### config.mk
export PLATFORM = sky130hd
export DESIGN_NAME = ahb_slave_mem_arb_flat
export DESIGN_NICKNAME = d
export VERILOG_FILES = /design/src/rtl/ahb_slave_mem_arb_if.sv /design/src/rtl/ahb_slave_mem_arb.sv /design/src/flat_wrapper.sv
export SDC_FILE = /design/constraint.sdc
export NUM_CORES = 1
export LEC_CHECK = 0
export BUFFER_PORTS_ARGS = -buffer_cell sky130_fd_sc_hd__buf_4
export CORE_AREA = 8 8 115 117
export CTS_BUF_LIST = sky130_fd_sc_hd__clkbuf_2 sky130_fd_sc_hd__clkbuf_4 sky130_fd_sc_hd__clkbuf_8
export DETAILED_ROUTE_END_ITERATION = 8
export DIE_AREA = 0 0 123 125
export PLACE_DENSITY = 0.59
export SKIP_LAST_GASP = 1
export SLEW_MARGIN = 20
export SYNTH_ARGS = -nofsm -noshare
export SYNTH_HDL_FRONTEND = slang
export SYNTH_SLANG_ARGS = --single-unit
### constraint.sdc
create_clock -name clk -period 2.4 [get_ports clk]
set_input_delay 0.12 -clock clk [delete_from_list [all_inputs] [get_ports clk]]
set_output_delay 0.12 -clock clk [all_outputs]
set_load 0.01 [all_outputs]
### src/rtl/ahb_slave_mem_arb_if.sv
// Signal bundle between two requesters, the arbiter and a synchronous memory.
// The slave modport is the arbiter; master is the requester/memory environment.
interface ahb_slave_mem_arb_if #(
  parameter int ADDR_BITS = 24,
  parameter int DATA_BITS = 32
);
  logic                   req0, wr0, lock0;
  logic [ADDR_BITS-1:0]   addr0;
  logic [DATA_BITS-1:0]   wdata0;
  logic [DATA_BITS/8-1:0] bsel0;
  logic                   req1, wr1, lock1;
  logic [ADDR_BITS-1:0]   addr1;
  logic [DATA_BITS-1:0]   wdata1;
  logic [DATA_BITS/8-1:0] bsel1;

  logic                   gnt0, rvalid0;
  logic [DATA_BITS-1:0]   rdata0;
  logic                   gnt1, rvalid1;
  logic [DATA_BITS-1:0]   rdata1;

  logic                   WR;
  logic [ADDR_BITS-1:0]   ADDR_WR;
  logic [DATA_BITS-1:0]   DIN;
  logic [DATA_BITS/8-1:0] BSEL;
  logic                   RD;
  logic [ADDR_BITS-1:0]   ADDR_RD;
  logic [DATA_BITS-1:0]   DOUT;

  modport slave (
    input  req0, wr0, lock0, addr0, wdata0, bsel0,
    input  req1, wr1, lock1, addr1, wdata1, bsel1,
    input  DOUT,
    output gnt0, rvalid0, rdata0, gnt1, rvalid1, rdata1,
    output WR, ADDR_WR, DIN, BSEL, RD, ADDR_RD
  );

  modport master (
    output req0, wr0, lock0, addr0, wdata0, bsel0,
    output req1, wr1, lock1, addr1, wdata1, bsel1,
    output DOUT,
    input  gnt0, rvalid0, rdata0, gnt1, rvalid1, rdata1,
    input  WR, ADDR_WR, DIN, BSEL, RD, ADDR_RD
  );
endinterface

### src/rtl/ahb_slave_mem_arb.sv
// Two-port round-robin arbiter with bounded lock in front of a single-port
// synchronous memory; grants complete in the request cycle, reads return next cycle.
module ahb_slave_mem_arb #(
  parameter int ADDR_BITS = 24,
  parameter int DATA_BITS = 32,
  parameter int MAX_LOCK  = 16
) (
  input  logic               clk,
  input  logic               reset,
  ahb_slave_mem_arb_if.slave bus
);
  localparam logic [1:0] IDLE = 2'd0;
  localparam logic [1:0] OWN0 = 2'd1;
  localparam logic [1:0] OWN1 = 2'd2;
  localparam logic [7:0] LOCK_MAX = 8'(MAX_LOCK);

  logic [1:0] state_q, state_d;
  logic       last_p_q, last_p_d;
  logic [7:0] lock_cnt_q, lock_cnt_d;
  logic       rd_pend_q, rd_pend_d;
  logic       rd_tag_q, rd_tag_d;

  logic [1:0] req_v, lock_v, gnt_v;
  logic       owned, owner, locked;
  logic       gnt_any, gnt_p, wr_go, rd_go;
  logic                   sel_wr;
  logic [ADDR_BITS-1:0]   sel_addr;
  logic [DATA_BITS-1:0]   sel_wdata;
  logic [DATA_BITS/8-1:0] sel_bsel;

  // Requests are masked while reset is low so nothing reaches the memory.
  assign req_v  = {bus.req1, bus.req0} & {2{reset}};
  assign lock_v = {bus.lock1, bus.lock0};
  assign owned  = (state_q != IDLE);
  assign owner  = (state_q == OWN1);
  assign locked = owned && lock_v[owner] && (lock_cnt_q < LOCK_MAX);

  // NOTE: every signal written in always_comb gets a default first, so no latch is inferred.
  always_comb begin
    gnt_v = 2'b00;
    if (locked)
      gnt_v[owner] = req_v[owner];
    else if (req_v == 2'b11)
      gnt_v[~last_p_q] = 1'b1;
    else
      gnt_v = req_v;
  end

  assign gnt_any   = |gnt_v;
  assign gnt_p     = gnt_v[1];
  assign sel_wr    = gnt_p ? bus.wr1    : bus.wr0;
  assign sel_addr  = gnt_p ? bus.addr1  : bus.addr0;
  assign sel_wdata = gnt_p ? bus.wdata1 : bus.wdata0;
  assign sel_bsel  = gnt_p ? bus.bsel1  : bus.bsel0;
  assign wr_go     = gnt_any &  sel_wr;
  assign rd_go     = gnt_any & ~sel_wr;

  assign bus.gnt0    = gnt_v[0];
  assign bus.gnt1    = gnt_v[1];
  assign bus.WR      = wr_go;
  assign bus.RD      = rd_go;
  assign bus.ADDR_WR = wr_go ? sel_addr  : '0;
  assign bus.DIN     = wr_go ? sel_wdata : '0;
  assign bus.BSEL    = wr_go ? sel_bsel  : '0;
  assign bus.ADDR_RD = rd_go ? sel_addr  : '0;

  // Lock count runs only while the same owner keeps lock asserted; any handover restarts it.
  always_comb begin
    state_d    = state_q;
    last_p_d   = last_p_q;
    lock_cnt_d = lock_cnt_q;
    rd_pend_d  = rd_go;
    rd_tag_d   = gnt_p;
    if (gnt_any) begin
      state_d  = gnt_p ? OWN1 : OWN0;
      last_p_d = gnt_p;
      if (owned && (owner == gnt_p) && lock_v[gnt_p]) begin
        if (lock_cnt_q < LOCK_MAX)
          lock_cnt_d = lock_cnt_q + 8'd1;
      end else begin
        lock_cnt_d = '0;
      end
    end else if (!(owned && lock_v[owner])) begin
      state_d    = IDLE;
      lock_cnt_d = '0;
    end
  end

  // NOTE: sequential state uses non-blocking assignments so every flop samples pre-edge values.
  always_ff @(posedge clk or negedge reset) begin
    if (!reset) begin
      state_q    <= IDLE;
      last_p_q   <= 1'b1;
      lock_cnt_q <= '0;
      rd_pend_q  <= 1'b0;
      rd_tag_q   <= 1'b0;
    end else begin
      state_q    <= state_d;
      last_p_q   <= last_p_d;
      lock_cnt_q <= lock_cnt_d;
      rd_pend_q  <= rd_pend_d;
      rd_tag_q   <= rd_tag_d;
    end
  end

  // Memory returns DOUT one cycle after RD; the tag steers it to the issuing port.
  assign bus.rvalid0 = rd_pend_q & ~rd_tag_q;
  assign bus.rvalid1 = rd_pend_q &  rd_tag_q;
  assign bus.rdata0  = (rd_pend_q & ~rd_tag_q) ? bus.DOUT : '0;
  assign bus.rdata1  = (rd_pend_q &  rd_tag_q) ? bus.DOUT : '0;
endmodule

### src/flat_wrapper.sv
// flat-port wrapper written by rule: the top's interface ports become plain ports
module ahb_slave_mem_arb_flat 
#(
  parameter int ADDR_BITS = 24,
  parameter int DATA_BITS = 32,
  parameter int MAX_LOCK  = 16
)
  (clk, reset, bus_req0, bus_wr0, bus_lock0, bus_addr0, bus_wdata0, bus_bsel0, bus_req1, bus_wr1, bus_lock1, bus_addr1, bus_wdata1, bus_bsel1, bus_DOUT, bus_gnt0, bus_rvalid0, bus_rdata0, bus_gnt1, bus_rvalid1, bus_rdata1, bus_WR, bus_ADDR_WR, bus_DIN, bus_BSEL, bus_RD, bus_ADDR_RD);
  ahb_slave_mem_arb_if #(.ADDR_BITS(ADDR_BITS), .DATA_BITS(DATA_BITS)) bus_i ();
  input  logic clk;
  input  logic reset;
  input wire logic [$bits(bus_i.req0)-1:0] bus_req0;
  input wire logic [$bits(bus_i.wr0)-1:0] bus_wr0;
  input wire logic [$bits(bus_i.lock0)-1:0] bus_lock0;
  input wire logic [$bits(bus_i.addr0)-1:0] bus_addr0;
  input wire logic [$bits(bus_i.wdata0)-1:0] bus_wdata0;
  input wire logic [$bits(bus_i.bsel0)-1:0] bus_bsel0;
  input wire logic [$bits(bus_i.req1)-1:0] bus_req1;
  input wire logic [$bits(bus_i.wr1)-1:0] bus_wr1;
  input wire logic [$bits(bus_i.lock1)-1:0] bus_lock1;
  input wire logic [$bits(bus_i.addr1)-1:0] bus_addr1;
  input wire logic [$bits(bus_i.wdata1)-1:0] bus_wdata1;
  input wire logic [$bits(bus_i.bsel1)-1:0] bus_bsel1;
  input wire logic [$bits(bus_i.DOUT)-1:0] bus_DOUT;
  output wire logic [$bits(bus_i.gnt0)-1:0] bus_gnt0;
  output wire logic [$bits(bus_i.rvalid0)-1:0] bus_rvalid0;
  output wire logic [$bits(bus_i.rdata0)-1:0] bus_rdata0;
  output wire logic [$bits(bus_i.gnt1)-1:0] bus_gnt1;
  output wire logic [$bits(bus_i.rvalid1)-1:0] bus_rvalid1;
  output wire logic [$bits(bus_i.rdata1)-1:0] bus_rdata1;
  output wire logic [$bits(bus_i.WR)-1:0] bus_WR;
  output wire logic [$bits(bus_i.ADDR_WR)-1:0] bus_ADDR_WR;
  output wire logic [$bits(bus_i.DIN)-1:0] bus_DIN;
  output wire logic [$bits(bus_i.BSEL)-1:0] bus_BSEL;
  output wire logic [$bits(bus_i.RD)-1:0] bus_RD;
  output wire logic [$bits(bus_i.ADDR_RD)-1:0] bus_ADDR_RD;
  assign bus_i.req0 = bus_req0;
  assign bus_i.wr0 = bus_wr0;
  assign bus_i.lock0 = bus_lock0;
  assign bus_i.addr0 = bus_addr0;
  assign bus_i.wdata0 = bus_wdata0;
  assign bus_i.bsel0 = bus_bsel0;
  assign bus_i.req1 = bus_req1;
  assign bus_i.wr1 = bus_wr1;
  assign bus_i.lock1 = bus_lock1;
  assign bus_i.addr1 = bus_addr1;
  assign bus_i.wdata1 = bus_wdata1;
  assign bus_i.bsel1 = bus_bsel1;
  assign bus_i.DOUT = bus_DOUT;
  assign bus_gnt0 = bus_i.gnt0;
  assign bus_rvalid0 = bus_i.rvalid0;
  assign bus_rdata0 = bus_i.rdata0;
  assign bus_gnt1 = bus_i.gnt1;
  assign bus_rvalid1 = bus_i.rvalid1;
  assign bus_rdata1 = bus_i.rdata1;
  assign bus_WR = bus_i.WR;
  assign bus_ADDR_WR = bus_i.ADDR_WR;
  assign bus_DIN = bus_i.DIN;
  assign bus_BSEL = bus_i.BSEL;
  assign bus_RD = bus_i.RD;
  assign bus_ADDR_RD = bus_i.ADDR_RD;
  ahb_slave_mem_arb #(.ADDR_BITS(ADDR_BITS), .DATA_BITS(DATA_BITS), .MAX_LOCK(MAX_LOCK)) u_core (.clk(clk), .reset(reset), .bus(bus_i));
endmodule
**After elaboration in Yosys (flattened, before gate mapping)**

Cells that the tools add are included.

- Add/sub/neg operators: 1
- Order comparisons: 6
- Equal/unequal tests: 5
- Multiplexer cells: 29
- Bitwise logic cells: 9
- Reductions and logical operators: 9

Operator list:

| cell | count |
|---|---|
| $mux 32 | 4 |
| $mux 24 | 3 |
| $mux 8 | 4 |
| $mux 2 | 5 |
| $mux 1 | 9 |
| $add 8x1->8 const B | 1 |
| $lt 8x5->1 const B | 1 |
| $mux 4 | 2 |
| $logic_and 1x1->1 | 6 |
| $lt 1x2->1 const B | 3 |
| $and 1x1->1 | 4 |
| $and 2x2->2 | 2 |
| $eq 2x2->1 const B | 2 |
| $ne 3x3->1 const B | 1 |
| $not 1->1 | 3 |
| $demux 1 s1 | 2 |
| $ge 1x1->1 const B | 2 |
| $ne 2x1->1 const B | 1 |
| $reduce_and 2->1 | 1 |
| $reduce_bool 2->1 | 1 |
| $reduce_or 2->1 | 1 |
| $eq 1x1->1 | 1 |

- Register bits: 13
- Bits of input ports: 160
- Output and inout bits: 154

**Logic depth before layout (Yosys ltp)**

- Depth after elaboration: 12
- Mapped depth: 8
- Mapped depth without buffers: 5

**Worst setup path before layout**

OpenSTA, ideal clock, no wires.

- Path kind: register -> output
- Start point: reg u_core.lock_cnt_q[7]
- End point: out bus_ADDR_WR[0]
- Arrival: 1733 ps
- Required time: 2280 ps
- Path slack: 547 ps
- Cell stages (with the launch flop): 8
- Cell sequence: dfrtp_1 nor4_4 a21oi_1 nor2b_2 and2_1 buf_4 buf_2 a22o_1

- Cells in the longest elaborated chain, start to end: 6
- Elaborated cells between the ends (all ways): 8
- Those cells by class: order compare (1); mux (4); bitwise (1); reduce/logical (2)

RTL lines:

| item | line | text |
|---|---|---|
| start: declaration | ahb_slave_mem_arb.sv:19 | `logic [7:0] lock_cnt_q, lock_cnt_d;` |
| start signal: assignment | ahb_slave_mem_arb.sv:100 | `lock_cnt_q <= lock_cnt_d;` |
| $lt 8x5->1 * | ahb_slave_mem_arb.sv:36 | `assign locked = owned && lock_v[owner] && (lock_cnt_q < LOCK_MAX);` |
| $logic_and 1x1->1 * | ahb_slave_mem_arb.sv:36 |  |
| $mux 2 * | ahb_slave_mem_arb.sv:41 | `if (locked)` |
| net bus_gnt1 | flat_wrapper.sv:28 | `output wire logic [$bits(bus_i.gnt1)-1:0] bus_gnt1;` |
| $reduce_or 2->1 or $mux 1 (tied branches) | ahb_slave_mem_arb.sv:49, ahb_slave_mem_arb.sv:51 |  |
| $and 1x1->1 | ahb_slave_mem_arb.sv:55 | `assign wr_go = gnt_any & sel_wr;` |
| $mux 24 * | ahb_slave_mem_arb.sv:62 | `assign bus.ADDR_WR = wr_go ? sel_addr : '0;` |
| end: declaration | flat_wrapper.sv:32 | `output wire logic [$bits(bus_i.ADDR_WR)-1:0] bus_ADDR_WR;` |

Mark *: on every way through the listed nets, which the timed path passes. The rest lies on a longest branch.

**Worst setup path after layout**

- Start point: reg u_core.lock_cnt_q[7]
- End point: out bus_DIN[3]

- Cells in the longest elaborated chain, start to end: 6
- Elaborated cells between the ends (all ways): 8
- Those cells by class: order compare (1); mux (4); bitwise (1); reduce/logical (2)

RTL lines:

| item | line | text |
|---|---|---|
| $lt 8x5->1 * | ahb_slave_mem_arb.sv:36 |  |
| $logic_and 1x1->1 * | ahb_slave_mem_arb.sv:36 |  |
| $mux 2 * | ahb_slave_mem_arb.sv:41 |  |
| $reduce_or 2->1 or $mux 1 (tied branches) | ahb_slave_mem_arb.sv:49, ahb_slave_mem_arb.sv:51 |  |
| $and 1x1->1 | ahb_slave_mem_arb.sv:55 |  |
| $mux 32 * | ahb_slave_mem_arb.sv:63 | `assign bus.DIN = wr_go ? sel_wdata : '0;` |
| end: declaration | flat_wrapper.sv:33 | `output wire logic [$bits(bus_i.DIN)-1:0] bus_DIN;` |

Every way passes the cells marked *; elsewhere a longest branch is shown, timed or not.

==> impl_results.md <==
* Post-Synthesis Net Count at 414
* Logic pwr share at 63.5%
* Setup_tns at 0 ns
* Asr flop ratio synth at 100%
* Root Driver: clkbuf_8
* Flop pwr share at 19.8%
* Area of the multi-input gates at 0.00156 mm^2
* Hold slack at 0.336 ns
* # H-tree levels at 1
* Die area at 0.0154 mm^2
* Crit. End Element: output port
* Cell count after synthesis at 253
* Cell Pwr Density at 268 mW/mm^2
* Cell variety after synth at 33
* Via count at 3364
* Status: finished, final reports clean
* Wire per inst at 20.3 um
* Minimum clock period at 2.33 ns
* Placed Area at 0.00454 mm^2
* Layout cells sized above 1 at 62.3%
* Hold depth at 4
* Max Slew Vio Count at 0
* Dpl hpwl at 12000 um
* TritonCTS Buffers at 3
* Synthesis Warnings at 0
* WP data required at 2.28 ns
* Final ANT Viol Nets at 0
* Crit-path max FO at 11
* Fillers at 1172
* Total global-route track usage at 16.4%
* IO Port Bufs at 313
* WP data arrival at 2.21 ns
* Number of flops mapped to enable cells by yosys at 0
* First-pass GRT wire length at 19900 um
* Synth Register Bits at 13
* Total core area at 0.0116 mm^2
* Startpoint types: flip-flop
* Initial DRT Pass Iterations at 6
* Leak at 2.65 nW
* Critical path class: reg2out
* Post-route design area at 0.00467 mm^2
* Endpoints failing hold at 0
* Initial antenna violation count at 0
* Syn avg cell area at 8.21 um^2
* Final period util at 97.1%
* # rows at 40
* Die W at 123 um
* Register area at 327 um^2
* CTS clk-pin slew, worst paths at 0.06 ns
* Peak supply drop at 155 uV
* Vias in the first global route at 3537
* Max Root-Sink Buffers at 2
* Clock power frac at 16.6%
* RSZ-0062 raised after global routing: yes
* Skew-Pair Late Insertion Delay at 0.24 ns
* Layout area overhead at 125%
* Drt total wl at 14400 um
* Worst Tran Pin Value at 0.597 ns
* Final global-route overflow total at 0
* Type of the worst min-delay path: in2reg
* IO Pins at 314
* Drt drc at 0
* Max-cap viol count at 0
* Sw Ratio at 35.2%
* Clock tree sinks at 13
* Final Core Density at 40.2%
* Starting Density at 17.9%
* RePlAce Congestion at 0.862
* Die height at 125 um
* Layout net count at 722
* Int Pwr at 0.812 mW
* NetSw at 0.441 mW
* ANT cells at 0
* Proportion of synthesized chip area in sequential cells at 15.7%
* Slew HR at 60.1%
* # setup viols final at 0
* Clk_skew at 0.00309 ns
* Largest net degree at the start of global routing at 34
* Peak Freq at 429 MHz
* Via density at 4.76
* TritonCTS clock tree: done
* Pwr Total at 1.25 mW
* Initial DRC count at 62
* Mapped Area at 0.00208 mm^2
* Ys flop type: dfrtp_1
* R2R depth at 4
## final timing paths
kind,start,endpoint,slack (ns)
max in group asynchronous,reset,u_core.rd_pend_q,1.54
min reg2reg,u_core.lock_cnt_q[3],u_core.lock_cnt_q[3],0.51
max,u_core.lock_cnt_q[7],bus_DIN[3],0.07
max reg2reg,u_core.lock_cnt_q[7],u_core.lock_cnt_q[3],0.43
min in group asynchronous,reset,u_core.state_q[0],0.47
min,bus_req0,u_core.last_p_q,0.34
## flip-flops by register name (all words and copies together), names as in the netlist
| register | flops |
|---|---|
| u_core.state_q | 2 |
| u_core.rd_tag_q | 1 |
| u_core.lock_cnt_q | 8 |
| u_core.rd_pend_q | 1 |
| u_core.last_p_q | 1 |
## kinds of logic (layout without fill, tap and decap cells)
group	Yosys count	count (layout)	share of synthesized area [%]
AOI/OAI and AO/OA	107	107	42.5
adders and majority gates	1	1	0.602
buffers and inverters	31	337	10.2
DFF	13	13	15.7
and+or+nand+nor	101	102	31.0
## placed cells by master (no fill, tap or decap), types with 5 or more instances in the layout
| master | n |
|---|---|
| a21oi_1 | 7 |
| a22o_1 | 85 |
| and2_1 | 40 |
| and3_1 | 33 |
| buf_4 | 327 |
| dfrtp_1 | 12 |
| nand2_1 | 5 |
| o21ai_0 | 5 |
## layer usage
| metal | vias up | wire, um | track usage [%] |
|---|---|---|---|
| li1 | 1597 | - | - |
| met1 | 1540 | 4880 | 16.2 |
| met2 | 214 | 7460 | 31.6 |
| met3 | 13 | 1850 | 5.99 |
| met4 | 0 | 182 | 2.69 |
| met5 | - | 0 | 0 |
## cell type report
type / count / area share, %
repair buffers: 333 / 54.6
multi-input cells: 210 / 33.4
flip-flops and latches: 13 / 7.00
well taps: 147 / 3.94
clock buffers: 4 / 1.05
## power by group through the flow
stage,Combinational [mW],Sequential [mW],Clock [mW]
finish,0.796,0.248,0.209
global route,0.853,0.250,0.225
detailed placement,0.784,0.250,0
global placement,0.779,0.250,0
CTS,0.790,0.248,0.214
floorplan,0.309,0.249,0
## what timing repair did
item / 4_1_cts / 5_1_grt
hold buffers: 1 / 0
resized for setup: 3 / 4
hold endpoints to repair: 13 / 0
cloned: 0 / 1
setup endpoints to repair: 75 / 65
pin swaps: 1 / 3
setup buffers: 1 / 5
## through the flow
stage / setup WS, ns / cells
finish: 0.0684 / 707
global route: -0.0388 / 707
CTS: -0.0201 / 701
detailed placement: 0.0453 / 695
global placement: 0.139 / 695
floorplan: 0.547 / 253
## critical path: stages (launching register included)
cell and delay [ns]:
dfrtp_1 0.41, nor4_4 0.38, buf_4 0.18, a21oi_2 0.05
nor2b_4 0.15, and2_4 0.20, buf_4 0.18, a22o_1 0.26
buf_4 0.15
## Yosys cell counts, types with 2 or more instances
cell type / n / share of area, %
buf_4: 3 / 1.1
a32oi_1: 2 / 0.84
o21ai_0: 5 / 1.2
nor2b_1: 3 / 0.90
nand4_1: 2 / 0.60
nand2b_1: 2 / 0.60
dfrtp_1: 12 / 14
nand2_1: 5 / 0.90
nand3_1: 2 / 0.48
buf_6: 10 / 5.4
and2_1: 42 / 13
and3_1: 33 / 9.9
clkbuf_1: 11 / 2.0
a21oi_1: 8 / 1.9
o22ai_1: 2 / 0.60
a22o_1: 85 / 36
nor2_1: 3 / 0.54
or2_2: 2 / 0.60
buf_2: 7 / 1.7
Note: power is estimated with default switching activity, not from simulation.
